--- config.mk ---
export PLATFORM = sky130hd
export DESIGN_NAME = inner_product_seq_ctrl_flat
export DESIGN_NICKNAME = d
export VERILOG_FILES = /design/src/rtl/inner_product_seq_ctrl_pkg.sv /design/src/rtl/inner_product_seq_ctrl_if.sv /design/src/rtl/inner_product_seq_ctrl_mul.sv /design/src/rtl/inner_product_seq_ctrl.sv /design/src/flat_wrapper.sv
export SDC_FILE = /design/constraint.sdc
export NUM_CORES = 1
export LEC_CHECK = 0
export CORE_UTILIZATION = 45
export DETAILED_ROUTE_END_ITERATION = 10
export GPL_TIMING_DRIVEN = 0
export PLACE_DENSITY = 0.67
export SLEW_MARGIN = 20
export SYNTH_ARGS = -nofsm -noshare
export SYNTH_HDL_FRONTEND = slang
export SYNTH_SLANG_ARGS = --single-unit
--- constraint.sdc ---
create_clock -name clk -period 12.5 [get_ports clk]
set_input_delay 1.25 -clock clk [delete_from_list [all_inputs] [get_ports clk]]
set_output_delay 1.25 -clock clk [all_outputs]
set_load 0.02 [all_outputs]
--- src/rtl/inner_product_seq_ctrl_pkg.sv ---
// Shared definitions for the sequenced inner-product engine: FSM encodings
// and default element geometry.
package inner_product_seq_ctrl_pkg;

  localparam int N_ELEM_DEF = 3;
  localparam int WIDTH_DEF  = 8;

  typedef enum logic [1:0] {
    ST_IDLE  = 2'd0,
    ST_BUSY  = 2'd1,
    ST_FLUSH = 2'd2,
    ST_DONE  = 2'd3
  } state_t;

  // Result width that cannot overflow when summing n full-scale products
  function automatic int acc_width(input int n, input int w);
    return 2 * w + $clog2(n);
  endfunction

endpackage

--- src/rtl/inner_product_seq_ctrl_if.sv ---
// Operand/result handshake bundle of the inner-product engine; the engine
// uses the slave modport, the operand source / result sink the master one.
interface inner_product_seq_ctrl_if
  import inner_product_seq_ctrl_pkg::*;
#(
  parameter int N_ELEM = N_ELEM_DEF,
  parameter int WIDTH  = WIDTH_DEF,
  parameter int ACC_W  = acc_width(N_ELEM, WIDTH)
) ();

  logic                      in_valid;
  logic                      in_ready;
  logic [N_ELEM*WIDTH-1:0]   a;
  logic [N_ELEM*WIDTH-1:0]   b;
  logic                      out_valid;
  logic                      out_ready;
  logic [ACC_W-1:0]          p;
  logic                      busy;

  modport slave (
    input  in_valid, a, b, out_ready,
    output in_ready, out_valid, p, busy
  );

  modport master (
    output in_valid, a, b, out_ready,
    input  in_ready, out_valid, p, busy
  );

endinterface

--- src/rtl/inner_product_seq_ctrl_mul.sv ---
// Radix-4 Booth 8x8 signed multiplier (combinational); the single multiplier
// time-shared by the inner-product engine.
module inner_product_seq_ctrl_mul (
  input  logic [7:0]         a,
  input  logic [7:0]         b,
  output logic signed [15:0] prod
);

  logic [8:0]         rec_s;
  logic signed [15:0] a_ext_s;
  logic signed [15:0] pp_s;
  logic signed [15:0] sum_s;

  assign rec_s   = {b, 1'b0};
  assign a_ext_s = {{8{a[7]}}, a};

  // Recode b into four Booth digits in {-2..+2} and sum the shifted partial products
  always_comb begin
    sum_s = 16'sd0;
    pp_s  = 16'sd0;
    for (int i = 0; i < 4; i++) begin
      case (rec_s[2*i +: 3])
        3'b001, 3'b010: pp_s = a_ext_s;
        3'b011:         pp_s = a_ext_s <<< 1;
        3'b100:         pp_s = -(a_ext_s <<< 1);
        3'b101, 3'b110: pp_s = -a_ext_s;
        default:        pp_s = 16'sd0;
      endcase
      sum_s = sum_s + (pp_s <<< (2 * i));
    end
    prod = sum_s;
  end

endmodule

--- src/rtl/inner_product_seq_ctrl.sv ---
// Sequenced inner product: one shared Booth multiplier walks the N_ELEM pairs.
// Optional IP_MUL_PIPE_EN registers the multiplier output and adds a FLUSH state.
module inner_product_seq_ctrl
  import inner_product_seq_ctrl_pkg::*;
#(
  parameter int N_ELEM = N_ELEM_DEF,
  parameter int WIDTH  = WIDTH_DEF
) (
  input  logic                     clk,
  input  logic                     rst,
  inner_product_seq_ctrl_if.slave  bus
);

  localparam int IDX_W  = (N_ELEM > 1) ? $clog2(N_ELEM) : 1;
  localparam int ACC_W  = acc_width(N_ELEM, WIDTH);
  localparam int PROD_W = 2 * WIDTH;

  state_t                   state_r;
  state_t                   state_nxt_s;
  logic [IDX_W-1:0]         idx_r;
  logic [N_ELEM*WIDTH-1:0]  a_r;
  logic [N_ELEM*WIDTH-1:0]  b_r;
  logic signed [ACC_W-1:0]  acc_r;
  logic signed [ACC_W-1:0]  acc_nxt_s;
  logic signed [ACC_W-1:0]  addend_s;
  logic [ACC_W-1:0]         p_r;
  logic                     in_ready_r;
  logic                     out_valid_r;
  logic                     busy_r;
  logic [WIDTH-1:0]         a_elem_s;
  logic [WIDTH-1:0]         b_elem_s;
  logic signed [PROD_W-1:0] prod_s;
  logic                     accept_s;
  logic                     release_s;
  logic                     last_s;

  assign accept_s  = bus.in_valid  && (state_r == ST_IDLE);
  assign release_s = bus.out_ready && (state_r == ST_DONE);
  assign last_s    = (idx_r == IDX_W'(N_ELEM - 1));

  // Element select from the captured vectors
  always_comb begin
    a_elem_s = a_r[int'(idx_r) * WIDTH +: WIDTH];
    b_elem_s = b_r[int'(idx_r) * WIDTH +: WIDTH];
  end

  inner_product_seq_ctrl_mul u_mul (
    .a    (a_elem_s),
    .b    (b_elem_s),
    .prod (prod_s)
  );

`ifdef IP_MUL_PIPE_EN
  logic signed [PROD_W-1:0] prod_r;

  // Product pipeline register; zero outside BUSY so the first BUSY cycle adds nothing
  always_ff @(posedge clk) begin
    if (rst) begin
      prod_r <= {PROD_W{1'b0}};
    end else if (state_r == ST_BUSY) begin
      prod_r <= prod_s;
    end else begin
      prod_r <= {PROD_W{1'b0}};
    end
  end

  assign addend_s = {{(ACC_W-PROD_W){prod_r[PROD_W-1]}}, prod_r};
`else
  assign addend_s = {{(ACC_W-PROD_W){prod_s[PROD_W-1]}}, prod_s};
`endif

  assign acc_nxt_s = acc_r + addend_s;

  // FSM state register
  always_ff @(posedge clk) begin
    if (rst) begin
      state_r <= ST_IDLE;
    end else begin
      state_r <= state_nxt_s;
    end
  end

  // FSM next-state logic
  always_comb begin
    state_nxt_s = state_r;
    case (state_r)
      ST_IDLE: begin
        if (accept_s) state_nxt_s = ST_BUSY;
        else          state_nxt_s = ST_IDLE;
      end
      ST_BUSY: begin
        if (last_s) begin
`ifdef IP_MUL_PIPE_EN
          state_nxt_s = ST_FLUSH;
`else
          state_nxt_s = ST_DONE;
`endif
        end else begin
          state_nxt_s = ST_BUSY;
        end
      end
`ifdef IP_MUL_PIPE_EN
      ST_FLUSH: state_nxt_s = ST_DONE;
`else
      ST_FLUSH: state_nxt_s = ST_IDLE;
`endif
      ST_DONE: begin
        if (release_s) state_nxt_s = ST_IDLE;
        else           state_nxt_s = ST_DONE;
      end
      default: state_nxt_s = ST_IDLE;
    endcase
  end

  // Handshake/status flags registered from the next state
  always_ff @(posedge clk) begin
    if (rst) begin
      in_ready_r  <= 1'b1;
      out_valid_r <= 1'b0;
      busy_r      <= 1'b0;
    end else begin
      in_ready_r  <= (state_nxt_s == ST_IDLE);
      out_valid_r <= (state_nxt_s == ST_DONE);
      busy_r      <= (state_nxt_s == ST_BUSY) || (state_nxt_s == ST_FLUSH);
    end
  end

  // Operand capture, element counter, accumulator and result register
  always_ff @(posedge clk) begin
    if (rst) begin
      idx_r <= {IDX_W{1'b0}};
      acc_r <= {ACC_W{1'b0}};
      a_r   <= {(N_ELEM*WIDTH){1'b0}};
      b_r   <= {(N_ELEM*WIDTH){1'b0}};
      p_r   <= {ACC_W{1'b0}};
    end else begin
      case (state_r)
        ST_IDLE: begin
          idx_r <= {IDX_W{1'b0}};
          acc_r <= {ACC_W{1'b0}};
          if (accept_s) begin
            a_r <= bus.a;
            b_r <= bus.b;
          end
        end
        ST_BUSY: begin
          acc_r <= acc_nxt_s;
          idx_r <= last_s ? {IDX_W{1'b0}} : idx_r + IDX_W'(1);
        end
        ST_FLUSH: acc_r <= acc_nxt_s;
        ST_DONE:  acc_r <= acc_r;
        default:  acc_r <= {ACC_W{1'b0}};
      endcase
      // The result is latched once, on the edge that enters DONE, and held there
      if ((state_nxt_s == ST_DONE) && (state_r != ST_DONE)) begin
        p_r <= acc_nxt_s;
      end
    end
  end

  assign bus.in_ready  = in_ready_r;
  assign bus.out_valid = out_valid_r;
  assign bus.busy      = busy_r;
  assign bus.p         = p_r;

endmodule
--- src/flat_wrapper.sv ---
// flat-port wrapper written by rule: the top's interface ports become plain ports
module inner_product_seq_ctrl_flat import inner_product_seq_ctrl_pkg::*;
#(
  parameter int N_ELEM = N_ELEM_DEF,
  parameter int WIDTH  = WIDTH_DEF
)
  (clk, rst, bus_in_valid, bus_a, bus_b, bus_out_ready, bus_in_ready, bus_out_valid, bus_p, bus_busy);
  inner_product_seq_ctrl_if #(.N_ELEM(N_ELEM), .WIDTH(WIDTH)) bus_i ();
  input  logic clk;
  input  logic rst;
  input wire logic [$bits(bus_i.in_valid)-1:0] bus_in_valid;
  input wire logic [$bits(bus_i.a)-1:0] bus_a;
  input wire logic [$bits(bus_i.b)-1:0] bus_b;
  input wire logic [$bits(bus_i.out_ready)-1:0] bus_out_ready;
  output wire logic [$bits(bus_i.in_ready)-1:0] bus_in_ready;
  output wire logic [$bits(bus_i.out_valid)-1:0] bus_out_valid;
  output wire logic [$bits(bus_i.p)-1:0] bus_p;
  output wire logic [$bits(bus_i.busy)-1:0] bus_busy;
  assign bus_i.in_valid = bus_in_valid;
  assign bus_i.a = bus_a;
  assign bus_i.b = bus_b;
  assign bus_i.out_ready = bus_out_ready;
  assign bus_in_ready = bus_i.in_ready;
  assign bus_out_valid = bus_i.out_valid;
  assign bus_p = bus_i.p;
  assign bus_busy = bus_i.busy;
  inner_product_seq_ctrl #(.N_ELEM(N_ELEM), .WIDTH(WIDTH)) u_core (.clk(clk), .rst(rst), .bus(bus_i));
endmodule
After elaboration in Yosys (flattened, before gate mapping). Index checks and enable logic that the tools add are counted.

Flip-flop bits (word level): 91. Input port bits: 52. Word-level logic and storage cells: 73.

Add/sub/neg operators: 7. Equality and inequality tests: 29. Shift-type cells: 2. Mux-type cells: 11. Reduce and logical (&&, ||, !) cells: 15.

Operator list (number): 14-bit one-hot mux with 4 select lines (1); 16-bit adder (3); 12-bit one-hot mux with 4 select lines (1); 16-bit one-hot mux with 3 select lines (1); 24-bit by 6-bit indexed part select with 8-bit output (2); 10-bit one-hot mux with 4 select lines (1); 18-bit one-hot mux with 2 select lines (1); 3-bit equality test, second input constant (9); 18-bit by 16-bit adder with 18-bit output (1); 3-bit by 2-bit equality test with 1-bit output, second input constant (6); 8-bit negation with 16-bit output (1); 9-bit negation with 16-bit output (1); 2-bit equality test, second input constant (7); 2-bit OR reduction (7); 3-bit by 1-bit equality test with 1-bit output, second input constant (3); 2-bit one-hot mux with 4 select lines (1); 2-bit by 1-bit equality test with 1-bit output, second input constant (3); 2-bit 2-to-1 mux (3); 2-bit zero test (2); 2-bit one-hot mux with 2 select lines (1); 1-bit logical AND (3); 2-bit by 1-bit adder with 2-bit output, second input constant (1); 2-bit inequality test, second input constant (1); 2-bit AND reduction (1); other kinds (3) (3).

Logic depth before layout (Yosys ltp). Gate-level depths: netlist (run 1).

Depth after elaboration: 9. Mapped depth: 32. Mapped depth without buffers: 31.

Modules after synthesis. A second synthesis (run 1) with hierarchy kept.

Cells, all modules: 988. Area total of the unflattened synthesis: 7354.6 um^2.

Modules (own cells, without submodules): inner_product_seq_ctrl (times used 1, cells each 577, area each 4528.1 um^2, seq. area each 1821.7 um^2); inner_product_seq_ctrl_mul (times used 1, cells each 411, area each 2826.5 um^2, seq. area each 0.0 um^2).

Worst setup path before layout (run 1). OpenSTA, ideal clock, no wires.

Path type: reg2reg. From: register u_core.idx_r[0]. To: register u_core.acc_r[17]. Library setup time: 74 ps. Data arrival time: 6719 ps. Required time: 12426 ps. Slack: 5707 ps. Cell stages (with the launch flop): 30. Path buffers: 2. Cell sequence: dfxtp_1 > buf_6 > mux2_4 > a22oi_4 > ha_1 > o211ai_1 > or4_4 > buf_6 > xor2_1 > a211oi_1 > nor2_1 > fa_1 > inv_1 > fa_1 > inv_1 > ha_1 > a21boi_0 > o21ai_0 > a21oi_1 > nor2_1 > ha_1 > a21o_1 > a21oi_1 > a21boi_0 > a311o_1 > a21oi_1 > a31oi_1 > xnor3_1 > or3_1 > a31oi_1.

Longest elaborated chain between the ends: 9. Elaborated cells on any way between the ends: 40. Classes of those cells: 6 x add/sub; 21 x eq/ne; 2 x shift; 5 x mux; 6 x reduce/logical.

Ends and longest elaborated chain: from (decl) (RTL line inner_product_seq_ctrl.sv:20) `logic [IDX_W-1:0] idx_r;`; from (signal assigned) (RTL line inner_product_seq_ctrl.sv:131) `idx_r <= {IDX_W{1'b0}};`; from (signal assigned) (RTL line inner_product_seq_ctrl.sv:139) `idx_r <= {IDX_W{1'b0}};`; from (signal assigned) (RTL line inner_product_seq_ctrl.sv:148) `idx_r <= last_s ? {IDX_W{1'b0}} : idx_r + IDX_W'(1);`; parallel branches: the longest is 6 deep, another holds 9-bit negation with 16-bit output; 16-bit adder * (RTL line inner_product_seq_ctrl_mul.sv:29) `sum_s = sum_s + (pp_s <<< (2 * i));`; 18-bit by 16-bit adder with 18-bit output * (RTL line inner_product_seq_ctrl.sv:72) `assign acc_nxt_s = acc_r + addend_s;`; 18-bit one-hot mux with 2 select lines * (RTL line inner_product_seq_ctrl.sv:137) `case (state_r)`; to (signal assigned) (RTL line inner_product_seq_ctrl.sv:140) `acc_r <= {ACC_W{1'b0}};`; to (signal assigned) (RTL line inner_product_seq_ctrl.sv:147) `acc_r <= acc_nxt_s;`; to (signal assigned) (RTL line inner_product_seq_ctrl.sv:150) `ST_FLUSH: acc_r <= acc_nxt_s;`; to (decl) (RTL line inner_product_seq_ctrl.sv:23) `logic signed [ACC_W-1:0] acc_r;`.

Every way passes the cells marked *. A chain may end at the register's enable or synchronous reset.

Worst setup path after layout (run 1).
From: register u_core.idx_r[1]. To: register u_core.acc_r[17].

Same word-level chain as after synthesis.

==> metrics.md, run 1 <==
| Metric | Value |
|---|---|
| Dpl hpwl | 15.6 mm |
| Rel. slew slack | 40.4% |
| Starting Density | 46.2% |
| Nature of the critical path endpoint | flop |
| WP data arrival | 8.51 ns |
| Via density | 5.60 |
| Post-DRT Antenna Nets | 0 |
| RePlAce Congestion | 0.948 |
| CP top delay family | compound AO/OA/AOI/OAI gates |
| Reg clk slew, reported paths | 0.07 ns |
| Post-Route WL | 20.2 mm |
| CP Data Required Time | 12.78 ns |
| Port bufs | 71 |
| Status | finished clean |
| Iteration-0 DRC Markers | 535 |
| Pwr dens | 122 nW/um^2 |
| Ys async rst share | 0% |
| Largest net degree at the start of global routing | 18 |
| #FFs+latches synth | 91 |
| Worst setup SP type | flop |
| Critical Path End | u_core.acc_r[17] |
| Synthesized area per cell | 7.40 sq um |
| Worst vdd ir | 0.0886 mV |
| Clock sink total | 91 |
| Synthesis Warnings | 0 |
| Main synth FF type | dfxtp_1 |
| Post-CTS Resized | 0 |
| RSZ-0062 raised after global routing | no |
| Die height | 127 microns |
| Final setup TNS | 0 ns |
| Core Region | 15,200 sq um |
| Most frequent cells in the layout | nand2_1 (169), a21oi_1 (126), nor2_1 (102) |
| Register area share after synthesis | 25.9% |
| Number of diodes | 0 |
| Clk_skew | 0.0154 ns |
| Via count | 6,859 |
| Highest-delay cell along the critical path | fa_1 |
| Setup slack after layout | 4.27 ns |
| Crit path buffers/inverters | 5 |
| Max FO, Critical Path | 10 |
| # DRC | 0 |
| GRT Util Overall | 25.7% |
| Number of global-route vias before repair | 6,479 |
| Global route total overflow | 0 |
| Post-layout nets | 1,145 |
| Mapped Area | 7030 sq um |
| Row cnt | 45 |
| Cells after synthesis | 949 |
| Fin crit period | 8.23 ns |
| Post-place setup slack | 4.50 ns |
| Clk buf depth | 2 |
| Crit. Startpoint | u_core.idx_r[1] |
| Slew Limit Fails | 0 |
| Hold crit path type | reg2reg |
| I/O Pins | 73 |
| Final Setup Violations | 0 |
| Peak Freq | 122 MHz |
| Latest clock arrival within the worst-skew pair | 0.35 ns |
| H-tree levels | 3 |
| Cell mode on critical path | a21oi_1 |
| Worst Path Class, Setup | reg2reg |
| Max-cap violations | 0 |
| Slew @ Worst Pin | 0.895 ns |
| Hold slack | 0.453 ns |
| DRT Pass-1 Iters | 5 |
| First-pass GRT wire length | 32.6 mm |
| CTS tree | built |
| WP depth | 29 |
| Post-CTS Hold Buffers | 0 |
| Commonest non-fill, non-tap cell in the layout | nand2_1 |
| Mapped Nets | 1,063 |
| Critical Path Max Stage Delay | 0.54 ns |
| CTS root buf | clkbuf_16 |
| Reg2reg setup slack | 4.27 ns |
| Final hold vios | 0 |
| Yosys cell types | 65 |
| Area grow syn2layout | 17.5% |
| Worst-case reg-to-reg path depth | 29 |
| WL/cell | 16.5 microns |
| Layout cells sized above 1 | 3.38% |
| Tot Pwr | 1010 uW |
| Total CTS buffers | 9 |
| R2R Path End | u_core.acc_r[17] |
| Die area | 16,100 sq um |
| Post-CTS Setup Bufs | 0 |
| Reg-to-reg critical path startpoint | u_core.idx_r[1] |
| Initial antenna violation count | 0 |
| Final period util | 65.8% |
| Post-synth EDFFs | 0 |
| LEAKAGE | 0.00329 uW |
| Chip width | 127 microns |
synth_stat cells, drive strengths merged (9+ instances only):
| cell | n | area share, % |
|---|---|---|
| a221oi | 17 | 2.1 |
| mux2i | 18 | 2.6 |
| o2bb2ai | 10 | 1.3 |
| a22oi | 16 | 1.9 |
| nor2b | 9 | 0.80 |
| dfxtp | 91 | 26 |
| inv | 55 | 2.9 |
| o21ai | 36 | 2.6 |
| clkbuf | 48 | 2.6 |
| xnor2 | 28 | 3.5 |
| a21oi | 126 | 9.0 |
| nor3 | 20 | 1.4 |
| nand2 | 169 | 9.0 |
| ha | 40 | 7.1 |
| buf | 14 | 1.1 |
| xor2 | 11 | 1.4 |
| nor2 | 102 | 5.4 |
| fa | 22 | 6.3 |
how the worst min path moves through the flow:
stage          cells after the start              from  slack, ns               end
6_report                           2     u_core.b_r[2]       0.45     u_core.b_r[2]
3_3_place_gp                       2    u_core.b_r[13]       0.44    u_core.b_r[13]
5_1_grt                            2  u_core.bus.p[10]       0.48  u_core.bus.p[10]
3_5_place_dp                       2     u_core.b_r[1]       0.45     u_core.b_r[1]
2_1_floorplan                      2     u_core.a_r[1]       0.44     u_core.a_r[1]
4_1_cts                            2     u_core.b_r[1]       0.45     u_core.b_r[1]
metrics by stage:
step	instances	util, %	cell area, sq um
after floorplan	949	-	7030
after global placement	1208	52.4	7970
after detailed placement	1208	52.4	7970
after CTS	1224	54.3	8260
after global routing	1224	54.3	8260
final	1224	54.3	8260
state kept, by name, summed over array words and instances, names as in the netlist:
| name | count |
|---|---|
| u_core.acc_r | 18 |
| u_core.bus.out_valid | 1 |
| u_core.a_r | 24 |
| u_core.b_r | 24 |
| u_core.idx_r | 2 |
| u_core.bus.busy | 1 |
| u_core.bus.p | 18 |
| u_core.bus.in_ready | 1 |
| u_core.state_r | 2 |
metal layers:
metal	up-vias	global-route usage, %	routed length [microns]
li1	3451	-	-
met1	3100	35.5	9570
met2	257	40.7	8830
met3	51	3.21	1170
met4	0	10.0	650
met5	-	0	0
power by group:
part	leakage [uW]	internal (uW)	switching, uW
sequential	0.000742	305	9.31
combinational	0.00242	169	258
clock	0.000134	139	127
final cells by class:
cell class              instances  area, sq um
clock inverters                 6         55.1
plain buffers                  62          255
inverters                      55          206
fillers                      1493         6950
multi-input cells             741         4740
flip-flops and latches         91         1820
well taps                     188          235
clock buffers                  10          229
repair buffers                 71          711
kinds of logic after synthesis:
group | after synthesis | synth area share (%)
buffers and inverters | 117 | 6.57
XOR/XNOR | 41 | 5.50
AND/OR/NAND/NOR | 340 | 20.7
flip-flops | 91 | 25.9
AO/OA/AOI/OAI | 279 | 25.2
multiplexers | 19 | 2.78
adder cells (fa/ha/maj) | 62 | 13.4
tightest hold or removal path, delay by kind of cell (launching register included):
family | cells | cell delay, ns
AO/OA/AOI/OAI | 1 | 0.05
flip-flops | 1 | 0.31
AND/OR/NAND/NOR | 1 | 0.05
No activity file was read; power rests on OpenSTA's default activity.
==> run 2: changes to the inputs <==
--- a/config.mk
+++ b/config.mk
@@ -8,7 +8,7 @@
 export CORE_UTILIZATION = 45
 export DETAILED_ROUTE_END_ITERATION = 10
 export GPL_TIMING_DRIVEN = 0
-export PLACE_DENSITY = 0.67
+export PLACE_DENSITY = 0.69
 export SLEW_MARGIN = 20
 export SYNTH_ARGS = -nofsm -noshare
 export SYNTH_HDL_FRONTEND = slang
==> constraint.sdc (replaced) <==
create_clock -name clk -period 7.45 [get_ports clk]
set_input_delay 0.745 -clock clk [delete_from_list [all_inputs] [get_ports clk]]
set_output_delay 0.745 -clock clk [all_outputs]
set_load 0.02 [all_outputs]
==> metrics.md, run 2 (synthesis results as in run 1) <==
| Metric | Value |
|---|---|
| DRT Pass-1 Iters | 5 (unchanged) |
| Highest-delay cell along the critical path | fa_1 (unchanged) |
| Clk_skew | 0.0123 ns (was 0.0154 ns) |
| Iteration-0 DRC Markers | 540 (was 535) |
| CTS root buf | clkbuf_16 (unchanged) |
| Number of diodes | 0 (unchanged) |
| Status | finished clean (unchanged) |
| Die height | 127 microns (unchanged) |
| Max FO, Critical Path | 10 (unchanged) |
| Area grow syn2layout | 20.5% (was 17.5%) |
| Chip width | 127 microns (unchanged) |
| Most frequent cells in the layout | nand2_1 (169), a21oi_1 (121), nor2_1 (101) (was nand2_1 (169), a21oi_1 (126), nor2_1 (102)) |
| Rel. slew slack | 38.8% (was 40.4%) |
| Hold crit path type | reg2reg (unchanged) |
| Latest clock arrival within the worst-skew pair | 0.36 ns (was 0.35 ns) |
| RePlAce Congestion | 0.959 (was 0.948) |
| Largest net degree at the start of global routing | 18 (unchanged) |
| CP Data Required Time | 7.74 ns (was 12.78 ns) |
| Worst setup SP type | flop (unchanged) |
| Worst vdd ir | 0.184 mV (was 0.0886 mV) |
| WL/cell | 16.3 microns (was 16.5 microns) |
| Critical Path Max Stage Delay | 0.56 ns (was 0.54 ns) |
| Worst Path Class, Setup | reg2reg (unchanged) |
| Via density | 5.70 (was 5.60) |
| Final hold vios | 0 (unchanged) |
| Post-DRT Antenna Nets | 0 (unchanged) |
| Final period util | 95.9% (was 65.8%) |
| GRT Util Overall | 25.9% (was 25.7%) |
| Total CTS buffers | 9 (unchanged) |
| Tot Pwr | 1730 uW (was 1010 uW) |
| WP data arrival | 7.43 ns (was 8.51 ns) |
| Pwr dens | 204 nW/um^2 (was 122 nW/um^2) |
| Dpl hpwl | 15.6 mm (about the same) |
| Commonest non-fill, non-tap cell in the layout | nand2_1 (unchanged) |
| Core Region | 15,200 sq um (unchanged) |
| Layout cells sized above 1 | 7.57% (was 3.38%) |
| Top flop regs | u_core.a_r x24, u_core.b_r x24 (unchanged) |
| Via count | 7,017 (was 6,859) |
| LEAKAGE | 0.00341 uW (was 0.00329 uW) |
| Peak Freq | 140 MHz (was 122 MHz) |
| Row cnt | 45 (unchanged) |
| Layout Utilization | 55.7% (was 54.3%) |
| Filler cells | 1,523 (was 1,493) |
| Fin crit period | 7.14 ns (was 8.23 ns) |
| Post-Route WL | 20.1 mm (was 20.2 mm) |
| Storage element area | 1820 sq um (about the same) |
| Max-cap violations | 0 (unchanged) |
| Slew @ Worst Pin | 0.918 ns (was 0.895 ns) |
| CTS tree | built (unchanged) |
| Slew Limit Fails | 0 (unchanged) |
| Nature of the critical path endpoint | flop (unchanged) |
| First-pass GRT wire length | 33.1 mm (was 32.6 mm) |
| # DRC | 0 (unchanged) |
| Global route total overflow | 0 (unchanged) |
| Port bufs | 71 (unchanged) |
| Number of global-route vias before repair | 6,588 (was 6,479) |
| Clk buf depth | 2 (unchanged) |
| Final Setup Violations | 0 (unchanged) |
| Die area | 16,100 sq um (unchanged) |
| Post-layout nets | 1,153 (was 1,145) |
| Multi-input gate area | 4860 sq um (was 4740 sq um) |
| Initial antenna violation count | 0 (unchanged) |
| I/O Pins | 73 (unchanged) |
| H-tree levels | 3 (unchanged) |
| Reg clk slew, reported paths | 0.07 ns (about the same) |
| Clock sink total | 91 (unchanged) |
| Starting Density | 46.2% (unchanged) |
## run 2: path summary, 6_finish.rpt
path / startpoint / end / slack [ns] / cells after the start
setup / recovery: u_core.idx_r[0] / u_core.acc_r[17] / 0.31 / 29
hold / removal: u_core.a_r[15] / u_core.a_r[15] / 0.45 / 2
setup reg to reg: u_core.idx_r[0] / u_core.acc_r[17] / 0.31 / 29
hold reg to reg: u_core.a_r[15] / u_core.a_r[15] / 0.45 / 2
## run 2: routing by layer
layer | share of wire, % | wire length (microns) | global-route usage [%] | vias up
li1 | - | - | - | 3485
met1 | 46 | 9360 | 35.4 | 3242
met2 | 44 | 8900 | 40.0 | 238
met3 | 6.5 | 1310 | 4.89 | 52
met4 | 2.8 | 564 | 10.2 | 0
met5 | 0 | 0 | 0 | -
## run 2: report_power, final
group	leakage [uW]	internal (uW)	switching, uW
registers	0.000743	511	17.1
logic	0.00253	312	443
clock network	0.000133	233	215
total	0.00341	1060	674
## run 2: through the flow
| step | area [sq um] | cells | TNS [ns] | worst slack, ns | hold slack, ns |
|---|---|---|---|---|---|
| 6_report | 8470 | 1232 | 0 | 0.307 | 0.455 |
| 5_1_grt | 8470 | 1232 | -0.0208 | -0.0208 | 0.472 |
| 4_1_cts | 8320 | 1226 | 0 | 0.0129 | 0.456 |
| 3_5_place_dp | 7970 | 1208 | -2.22 | -0.603 | 0.446 |
| 3_3_place_gp | 7970 | 1208 | -1.98 | -0.552 | 0.443 |
| 2_1_floorplan | 7030 | 949 | 0 | 0.657 | 0.436 |
## run 2: final cells by class
type	count	area share, %
Multi-Input combinational cell	741	57.4
Inverter	55	2.44
Timing Repair Buffer	80	9.19
Tap cell	188	2.78
Clock inverter	6	0.680
Clock buffer	10	2.70
Sequential cell	91	21.5
Buffer	61	3.28
## run 2: repair_timing
action,4_1_cts,5_1_grt
pin swaps,1,5
resized for setup,13,45
setup buffers,3,6
endpoints found under the setup margin,8,8
hold buffers,0,0
## run 2: worst max-delay path, delay by kind of cell (launching register included)
| family | cells | cell delay [ns] |
|---|---|---|
| xor gates and xnor gates | 2 | 0.54 |
| buffers and inverters | 4 | 0.45 |
| adders and majority gates | 5 | 1.96 |
| DFF | 1 | 0.39 |
| muxes | 1 | 0.33 |
| AOI/OAI and AO/OA | 12 | 2.20 |
| and+or+nand+nor | 5 | 1.22 |
